==> config.mk <==
export PLATFORM = sky130hd
export DESIGN_NAME = gpu_fill_ctrl
export DESIGN_NICKNAME = d
export VERILOG_FILES = /design/src/rtl/gpu_fill_ctrl.sv
export SDC_FILE = /design/constraint.sdc
export NUM_CORES = 1
export LEC_CHECK = 0
export ABC_AREA = 1
export CORE_MARGIN = 5
export CORE_UTILIZATION = 35
export DETAILED_ROUTE_END_ITERATION = 7
export SYNTH_ARGS = -nofsm -noshare
export SYNTH_HDL_FRONTEND = slang
export SYNTH_SLANG_ARGS = --single-unit
==> constraint.sdc <==
create_clock -name clk -period 4.55 [get_ports clk]
set_input_delay 0.91 -clock clk [delete_from_list [all_inputs] [get_ports clk]]
set_output_delay 0.91 -clock clk [all_outputs]
set_load 0.05 [all_outputs]
==> src/rtl/gpu_fill_ctrl.sv <==
// AXI-lite fill engine: writes one constant value to a run of GPU RAM words, one write outstanding at a time.
// Optional build macro GPU_FILL_STRIDE_EN adds a per-fill address stride input (default stride is 1).
module gpu_fill_ctrl #(
    parameter int ADDR_WIDTH  = 22,
    parameter int DATA_WIDTH  = 32,
    parameter int COUNT_WIDTH = 16
) (
    input  logic                   clk,
    input  logic                   rst,
    input  logic                   start,
    input  logic [ADDR_WIDTH-1:0]  start_addr,
    input  logic [COUNT_WIDTH-1:0] count,
    input  logic [DATA_WIDTH-1:0]  fill_data,
`ifdef GPU_FILL_STRIDE_EN
    input  logic [ADDR_WIDTH-1:0]  fill_stride,
`endif
    output logic                   busy,
    output logic                   done,
    output logic                   err,
    output logic [ADDR_WIDTH-1:0]  m_awaddr,
    output logic [2:0]             m_awprot,
    output logic                   m_awvalid,
    input  logic                   m_awready,
    output logic [DATA_WIDTH-1:0]  m_wdata,
    output logic                   m_wvalid,
    input  logic                   m_wready,
    input  logic [1:0]             m_bresp,
    input  logic                   m_bvalid,
    output logic                   m_bready
);

    typedef enum logic [1:0] {IDLE, ISSUE, RESP, FINISH} state_t;

    state_t                 state;
    state_t                 state_next;
    logic [ADDR_WIDTH-1:0]  addr_q;
    logic [ADDR_WIDTH-1:0]  step;
    logic [DATA_WIDTH-1:0]  data_q;
    logic [COUNT_WIDTH-1:0] remaining_q;
    logic                   aw_done_q;
    logic                   w_done_q;
    logic                   err_q;
    logic                   aw_fire;
    logic                   w_fire;
    logic                   b_fire;
    logic                   aw_complete;
    logic                   w_complete;
    logic                   last_word;

`ifdef GPU_FILL_STRIDE_EN
    logic [ADDR_WIDTH-1:0]  stride_q;

    always_ff @(posedge clk) begin
        if (rst) begin
            stride_q <= '0;
        end else if (state == IDLE && start) begin
            stride_q <= fill_stride;
        end
    end

    assign step = stride_q;
`else
    assign step = ADDR_WIDTH'(1);
`endif

    // Handshakes are decoded from state directly so the valid outputs never feed back into them.
    assign aw_fire     = (state == ISSUE) && !aw_done_q && m_awready;
    assign w_fire      = (state == ISSUE) && !w_done_q && m_wready;
    assign b_fire      = (state == RESP) && m_bvalid;
    assign aw_complete = aw_done_q || aw_fire;
    assign w_complete  = w_done_q || w_fire;
    assign last_word   = (remaining_q == COUNT_WIDTH'(1));

    always_comb begin
        // NOTE: every signal written here gets a default first, so no path can leave one unassigned and infer a latch.
        state_next = state;
        m_awvalid  = 1'b0;
        m_wvalid   = 1'b0;
        m_bready   = 1'b0;
        case (state)
            IDLE: begin
                if (start) begin
                    state_next = (count == '0) ? FINISH : ISSUE;
                end
            end
            ISSUE: begin
                m_awvalid = !aw_done_q;
                m_wvalid  = !w_done_q;
                if (aw_complete && w_complete) begin
                    state_next = RESP;
                end
            end
            RESP: begin
                m_bready = 1'b1;
                if (m_bvalid) begin
                    state_next = last_word ? FINISH : ISSUE;
                end
            end
            FINISH: begin
                state_next = IDLE;
            end
            default: begin
                state_next = IDLE;
            end
        endcase
    end

    // NOTE: sequential state uses non-blocking assignments so every flop samples the pre-edge values.
    always_ff @(posedge clk) begin
        if (rst) begin
            state       <= IDLE;
            addr_q      <= '0;
            data_q      <= '0;
            remaining_q <= '0;
            aw_done_q   <= 1'b0;
            w_done_q    <= 1'b0;
            err_q       <= 1'b0;
        end else begin
            state <= state_next;
            case (state)
                IDLE: begin
                    if (start) begin
                        addr_q      <= start_addr;
                        data_q      <= fill_data;
                        remaining_q <= count;
                        err_q       <= 1'b0;
                        aw_done_q   <= 1'b0;
                        w_done_q    <= 1'b0;
                    end
                end
                ISSUE: begin
                    // Per-channel completion flags re-arm as soon as both channels are through.
                    if (aw_complete && w_complete) begin
                        aw_done_q <= 1'b0;
                        w_done_q  <= 1'b0;
                    end else begin
                        if (aw_fire) aw_done_q <= 1'b1;
                        if (w_fire)  w_done_q  <= 1'b1;
                    end
                end
                RESP: begin
                    if (b_fire) begin
                        if (m_bresp != 2'b00) err_q <= 1'b1;
                        remaining_q <= remaining_q - COUNT_WIDTH'(1);
                        addr_q      <= addr_q + step;
                    end
                end
                default: begin
                end
            endcase
        end
    end

    assign busy     = (state != IDLE);
    assign done     = (state == FINISH);
    assign err      = err_q;
    assign m_awaddr = addr_q;
    assign m_wdata  = data_q;
    assign m_awprot = 3'b000;

endmodule

## Word-level counts from Yosys, hierarchy flattened

Index checks and enable logic that the tools add are counted.

| cells by class | value |
|---|---|
| add/sub/neg operators | 2 |
| equality and inequality tests | 11 |
| muxes and demuxes | 25 |
| reduce and logical (&&, ||, !) cells | 22 |

Operators by type and width:

| cell | count |
|---|---|
| 22-bit 2-to-1 mux | 2 |
| 22-bit one-hot mux with 2 select lines | 1 |
| 16-bit 2-to-1 mux | 2 |
| 16-bit one-hot mux with 2 select lines | 1 |
| 22-bit by 1-bit adder with 22-bit output, second input constant | 1 |
| 16-bit by 1-bit == test with 1-bit output, second input constant | 1 |
| 16-bit logical NOT | 1 |
| 16-bit by 1-bit subtractor with 16-bit output, second input constant | 1 |
| 3-bit AND reduction | 4 |
| 1-bit 2-to-1 mux | 10 |
| 2-bit 2-to-1 mux | 5 |
| 2-bit one-hot mux with 4 select lines | 1 |
| 2-bit nonzero test | 4 |
| 1-bit logical AND | 6 |
| 2-bit inequality test, second input constant | 3 |
| 3-bit by 2-bit inequality test with 1-bit output, second input constant | 2 |
| 1-bit one-hot mux with 2 select lines | 3 |
| 2-bit == test, second input constant | 2 |
| 2-bit by 1-bit inequality test with 1-bit output, second input constant | 2 |
| 4-bit AND reduction | 1 |
| 2-bit by 1-bit == test with 1-bit output, second input constant | 1 |
| 1-bit logical NOT | 2 |
| 2-bit logical NOT | 1 |
| 1-bit logical OR | 2 |
| 2-bit AND reduction | 1 |

| word-level totals | value |
|---|---|
| register bits | 75 |
| bits of input ports | 78 |

## Logic depth before layout (Yosys ltp)

Gate-level depths: netlist (run 1).

| logic depth | value |
|---|---|
| depth after elaboration | 7 |
| depth in mapped cells | 10 |
| mapped depth without buffers | 9 |

## Worst setup path before layout (run 1)

Ideal clock, no wire load.

| timing | value |
|---|---|
| path kind | register to output |
| start point | register state[1] |
| end point | output m_bready |
| data arrival time | 1.306 ns |
| setup slack | 2.334 ns |
| stages on the path, launching flop included | 6 |
| path buffers | 3 |
| cell sequence | dfxtp_1 > buf_4 > nand2_1 > buf_2 > inv_2 > clkbuf_1 |

| on the way | value |
|---|---|
| longest elaborated chain between the ends | 2 |

Ends and longest elaborated chain:

| what | RTL line | source |
|---|---|---|
| from (decl) | 34 | `state_t state;` |
| from (signal assigned) | 119 | `state <= state_next;` |
| 2-bit == test | 80 | `case (state)` |
| 1-bit 2-to-1 mux | 80 |  |
| to (decl) | 29 | `output logic m_bready` |

Every way passes these cells.

## Worst setup path after layout (run 1)

Ends and elaborated chain as after synthesis.

==> results.py, run 1 <==
metrics = {
    "outcome": {
        "status": "finished, final reports clean",
    },
    "place": {
        "dp_hpwl_um": 9390,
        "place_ws_ns": 1.55,
        "gp_congestion": 0.895,
        "io_buffers": 137,
    },
    "yosys": {
        "yosys-top-cells-area": "dfxtp_1, nor2_1, nand2_1",
        "ys.flop_type": "dfxtp_1",
        "async_flop_share_pct": 0,
        "synth-edff-count": 0,
        "ys_ff_latch": 75,
        "yosysSeqAreaShare_pct": 37.2,
        "synth_cell_types": 36,
        "yosysTopAreaCell": "dfxtp_1",
        "yosysMostFrequentCell": "nor2_1",
        "yosys_warnings": 0,
        "avgSynthCellArea_um2": 6.31,
        "synthCells": 639,
        "ys_top_cells_by_count": "nor2_1, nand2_1, dfxtp_1",
        "syn_area_mm2": 0.00403,
        "synth_top_area_share_pct": 37.2,
    },
    "cts": {
        "cts_made_buffers": 9,
        "insertion_delay_ns": 0.34,
        "htree_levels": 3,
        "clock-root-buffer": "clkbuf_16",
        "postCtsSetupBuffers": 0,
        "ctsResizeCount": 0,
        "clk_pin_slew_ns": 0.06,
        "cts.sinks": 75,
        "cts_hold_buf": 0,
        "cts_max_path_buffers": 2,
        "cts_tree": "yes",
    },
    "sta": {
        "setup_tns_ns": 0,
        "slew_violations": 0,
        "fin_skew_ns": 0.00562,
        "slew-limit-headroom_pct": 24.8,
        "worst_pin_slew_ns": 1.13,
        "final.setup.worst_slack_ns": 1.36,
        "finalCriticalPeriod_ns": 3.19,
        "setup_viol": 0,
        "grt_setup_unrepaired": "false",
        "finalHoldViolations": 0,
        "fmax_ghz": 0.314,
        "whs_ns": 0.477,
        "fin_crit_sh_pct": 70.1,
    },
    "worst_hold_path": {
        "hp-class": "reg -> reg",
    },
    "setup_path": {
        "crit_fanout": 33,
        "critical_path_class": "reg -> out",
        "cp-start-kind": "flip-flop",
        "crit_path_end_kind": "output pin",
        "arrival_ns": 2.28,
        "crit_required_ns": 3.64,
    },
    "floorplanning": {
        "die_x_um": 117,
        "start_util_pct": 35.5,
        "core_area_mm2": 0.0114,
        "boundaryPins": 141,
        "num_rows": 39,
        "dieHeight_um": 117,
        "dieArea_mm2": 0.0138,
    },
    "global_routing": {
        "antenna_found_initial": 0,
        "grt_max_degree": 51,
        "grt_use_total_pct": 18.9,
        "grt_pass1_vias": 4326,
        "grt_pass1_wl_um": 21700,
        "grt.overflow.total": 0,
    },
    "power_and_ir_drop": {
        "p_sw_mw": 1.26,
        "intPower_mw": 1.70,
        "p_seq_share_pct": 30.8,
        "p_leak_nw": 2.25,
        "vdd_drop_max_mv": 0.252,
        "switching_share_pct": 42.6,
        "power-per-cell-area_mw_per_mm2": 515,
        "power_frac_comb_pct": 42.7,
        "clockPowerShare_pct": 26.5,
    },
    "detailed_routing": {
        "drtIter0Drc": 323,
        "first_pass_iters": 7,
        "wirelength_um": 13200,
        "vias_per_cell": 5.02,
        "detail-route-antenna-nets": 0,
        "vias": 4555,
        "routedWlPerCell_um": 14.6,
        "drcViolationCount": 0,
    },
    "flow_run": {
        "maxCapViolCount": 0,
    },
    "layout": {
        "multi_input_area_mm2": 0.00220,
        "fin_nets": 840,
        "drive_above_1_share_pct": 3.93,
        "synthToLayoutAreaGrowth_pct": 43.0,
        "regArea_mm2": 0.00150,
        "num_antenna_cells": 0,
        "fill_cells": 1151,
    },
}
==> cells by family (layout without fill, tap and decap cells) <==
kind of cell	Yosys count	after routing	synth area share [%]
compound gates	129	129	17.4
xor+xnor	4	4	0.869
fa+ha+maj	3	3	0.931
buf+inv	74	197	8.32
flops	75	75	37.2
other cells	1	3	0.0930
simple gates	353	353	35.2
==> worst max-delay path, stage by stage, from the launching register on <==
cell,delay (ns)
dfxtp_1,0.32
buf_4,0.33
nand2_1,0.34
inv_2,0.13
clkdlybuf4s50_1,0.81
==> stage by stage <==
step	std cells	power (mW)	utilization [%]	cell area (um2)
2_1_floorplan	641	1.80	-	4040
3_3_place_gp	891	2.18	47.8	5440
3_5_place_dp	891	2.20	47.8	5440
4_1_cts	907	3.00	50.7	5770
5_1_grt	907	3.15	50.7	5770
6_report	907	2.97	50.7	5770
==> sequential cells by signal (all words and copies together) (netlist names) <==
name	count
m_awaddr	22
w_done_q	1
m_wdata	32
remaining_q	16
err	1
state	2
aw_done_q	1
==> placed cells by master, fill, tap and decap left out, types with 5 or more instances in the layout <==
master	n
inv_1	35
o21ai_0	63
buf_4	5
nand3_1	40
clkbuf_16	9
clkdlybuf4s50_1	137
nor2_1	164
nand2_1	132
a31oi_1	6
nor3_1	5
a21oi_1	43
dfxtp_1	75
==> final cells by class <==
type,instances,area share [%]
timing repair buffer,142,24.4
multi-input combinational,492,38.2
clock buffer,10,4.14
sequential,75,26.0
inverter,39,2.54
tap,143,3.10
clock inverter,6,1.54
==> power by group through the flow <==
stage	Sequential, mW	Combinational [mW]	Clock [mW]
floorplan	1.21	0.586	0
global placement	0.922	1.26	0
detailed placement	0.925	1.27	0
CTS	0.913	1.28	0.807
global route	0.935	1.38	0.836
finish	0.914	1.27	0.787
==> final timing paths <==
kind | endpoint | slack [ns] | startpoint | depth (start not counted)
max | m_bready | 1.36 | state[1] | 4
max reg2reg | m_awaddr[5] | 1.78 | state[1] | 10
min reg2reg | remaining_q[15] | 0.48 | remaining_q[15] | 2
min | remaining_q[15] | 0.48 | remaining_q[15] | 2
==> metal layers <==
metal  share of wire (%)  GRT usage (%)  vias to the layer above  routed length (um)
li1                    -              -                     2307                   -
met1                  45           24.0                     2054                5950
met2                  42           28.1                      173                5570
met3                  11           8.04                       21                1390
met4                 2.3           7.40                        0                 301
met5                   0              0                        -                   0
Note: power is estimated with default switching activity, not from simulation.
==> run 2: changes to the inputs <==
PLACE_DENSITY = 0.67   (was unset)
clock period = 2.9 ns   (was 4.55 ns; I/O delays follow)
==> results.py, run 2 (synthesis results as in run 1) <==
metrics = {
    "worst_hold_path": {
        "holdPathEnd": "remaining_q[15]",
        "hp-class": "reg -> reg",
        "min_path_cells": 2,
        "hp-start": "remaining_q[15]",
    },
    "cts": {
        "insertion_delay_ns": 0.33,
        "ctsResizeCount": 0,
        "cts_tree": "yes",
        "htree_levels": 3,
        "clk_pin_slew_ns": 0.06,
        "clock-root-buffer": "clkbuf_16",
        "cts_made_buffers": 9,
        "cts_hold_buf": 0,
        "cts_max_path_buffers": 2,
        "cts.sinks": 75,
        "postCtsSetupBuffers": 0,
    },
    "layout": {
        "fin_nets": 841,
        "final_common_cell": "nor2_1",
        "utilization_pct": 51.0,
        "drive_above_1_share_pct": 4.71,
        "fin_area_mm2": 0.00580,
        "fin_cells": 908,
        "final_cell_mix": "nor2_1, nand2_1, clkdlybuf4s50_1",
        "largest_reg_flops": 32,
        "num_antenna_cells": 0,
        "synthToLayoutAreaGrowth_pct": 43.7,
    },
    "place": {
        "post_dp_cell_area_mm2": 0.00545,
        "io_buffers": 137,
        "place_ws_ns": 0.600,
        "dp.cells": 892,
        "dp_hpwl_um": 9660,
        "gp_congestion": 0.897,
    },
    "floorplanning": {
        "die_x_um": 117,
        "dieHeight_um": 117,
        "core_area_mm2": 0.0114,
        "num_rows": 39,
        "boundaryPins": 141,
        "dieArea_mm2": 0.0138,
        "start_util_pct": 35.5,
    },
    "setup_path": {
        "crit_fanout": 15,
        "crit_path_end_kind": "output pin",
        "cp_slowest_cell": "dfxtp_1",
        "critical_path_class": "reg -> out",
        "r2r_cells": 7,
        "r2r_end": "m_awaddr[7]",
        "regToRegStartpoint": "state[1]",
        "critical-path-max-stage-delay_ns": 0.64,
        "path_buf_inv": 2,
        "crit_required_ns": 2.32,
        "cp_cell_sequence": "inv_1 > nand2_1 > nor2_1 > buf_4",
        "cp-start-kind": "flip-flop",
        "arrival_ns": 1.90,
        "rrSetupSlack_ns": 0.57,
        "cpLargestDelayFamily": "flip-flops",
    },
    "detailed_routing": {
        "dr.max_layer_used": "met4",
        "drcViolationCount": 0,
        "first_pass_iters": 5,
        "drtIter0Drc": 365,
        "wl_met2_um": 5950,
        "met3_length_um": 1300,
        "wirelength_um": 13200,
        "vias_per_cell": 4.97,
        "detail-route-antenna-nets": 0,
        "vias": 4509,
        "met1_length_um": 5730,
        "routedWlPerCell_um": 14.6,
    },
    "sta": {
        "fin_crit_sh_pct": 85.4,
        "worst_pin_slew_ns": 0.545,
        "fin_skew_ns": 0.00491,
        "slew_violations": 0,
        "slew-limit-headroom_pct": 63.6,
        "grt_setup_unrepaired": "false",
        "final.setup.worst_slack_ns": 0.424,
        "finalCriticalPeriod_ns": 2.48,
        "finalHoldViolations": 0,
        "setup_tns_ns": 0,
        "whs_ns": 0.469,
        "setup_viol": 0,
        "fmax_ghz": 0.404,
    },
    "global_routing": {
        "grt.overflow.total": 0,
        "antenna_found_initial": 0,
        "grt_pass1_wl_um": 21800,
        "grt_pass1_vias": 4482,
        "grt_use_total_pct": 18.8,
        "grt_max_degree": 50,
    },
    "power_and_ir_drop": {
        "p_leak_nw": 2.28,
        "power_mw": 4.75,
        "vdd_drop_max_mv": 0.422,
        "power-per-cell-area_mw_per_mm2": 819,
    },
    "outcome": {
        "status": "finished, final reports clean",
    },
    "flow_run": {
        "maxCapViolCount": 0,
    },
}
==> run 2: cell types whose count changed in the layout (fill, tap and decap cells not counted), sizes merged <==
cell / delta
inv: +1
clkinvlp: -1
bufinv: +1
clkinv: -1
buf: +6
clkdlybuf4s50: -5
==> run 2: final cells by class <==
cell class,count,area (um2)
clock buffers,10,239
clock inverters,6,111
fillers,1118,5570
inverters,39,146
multi-input cells,492,2200
flip-flops and latches,75,1500
well taps,143,179
repair buffers,143,1420
==> run 2: per-layer routing <==
layer,global-route usage [%],vias to the layer above
met3,7.36,19
met2,30.0,169
li1,-,2310
met5,0,-
met1,23.0,2011
met4,6.53,0
==> run 2: power by group <==
| group | total [mW] | switching (mW) | internal, mW |
|---|---|---|---|
| Combinational | 1.98 | 1.32 | 0.662 |
| Sequential | 1.45 | 0.210 | 1.24 |
| Clock | 1.32 | 0.458 | 0.866 |
| Total | 4.75 | 1.99 | 2.76 |
==> run 2: worst max-delay path by stage <==
stage                      from            to  slack (ns)  cells after the start
floorplan           m_awaddr[0]  m_awaddr[12]        0.98                      8
global placement       m_bvalid   m_awaddr[7]        0.62                      7
detailed placement     state[1]   m_awaddr[7]        0.60                      7
CTS                    state[1]     m_awvalid        0.43                      4
global route           state[1]     m_awvalid        0.27                      4
finish                 state[1]     m_awvalid        0.42                      4
==> run 2: worst min-delay path: cells and delay by family (launching register included) <==
| family | cells | cell delay [ns] |
|---|---|---|
| compound gates | 1 | 0.06 |
| flops | 1 | 0.31 |
| simple gates | 1 | 0.06 |
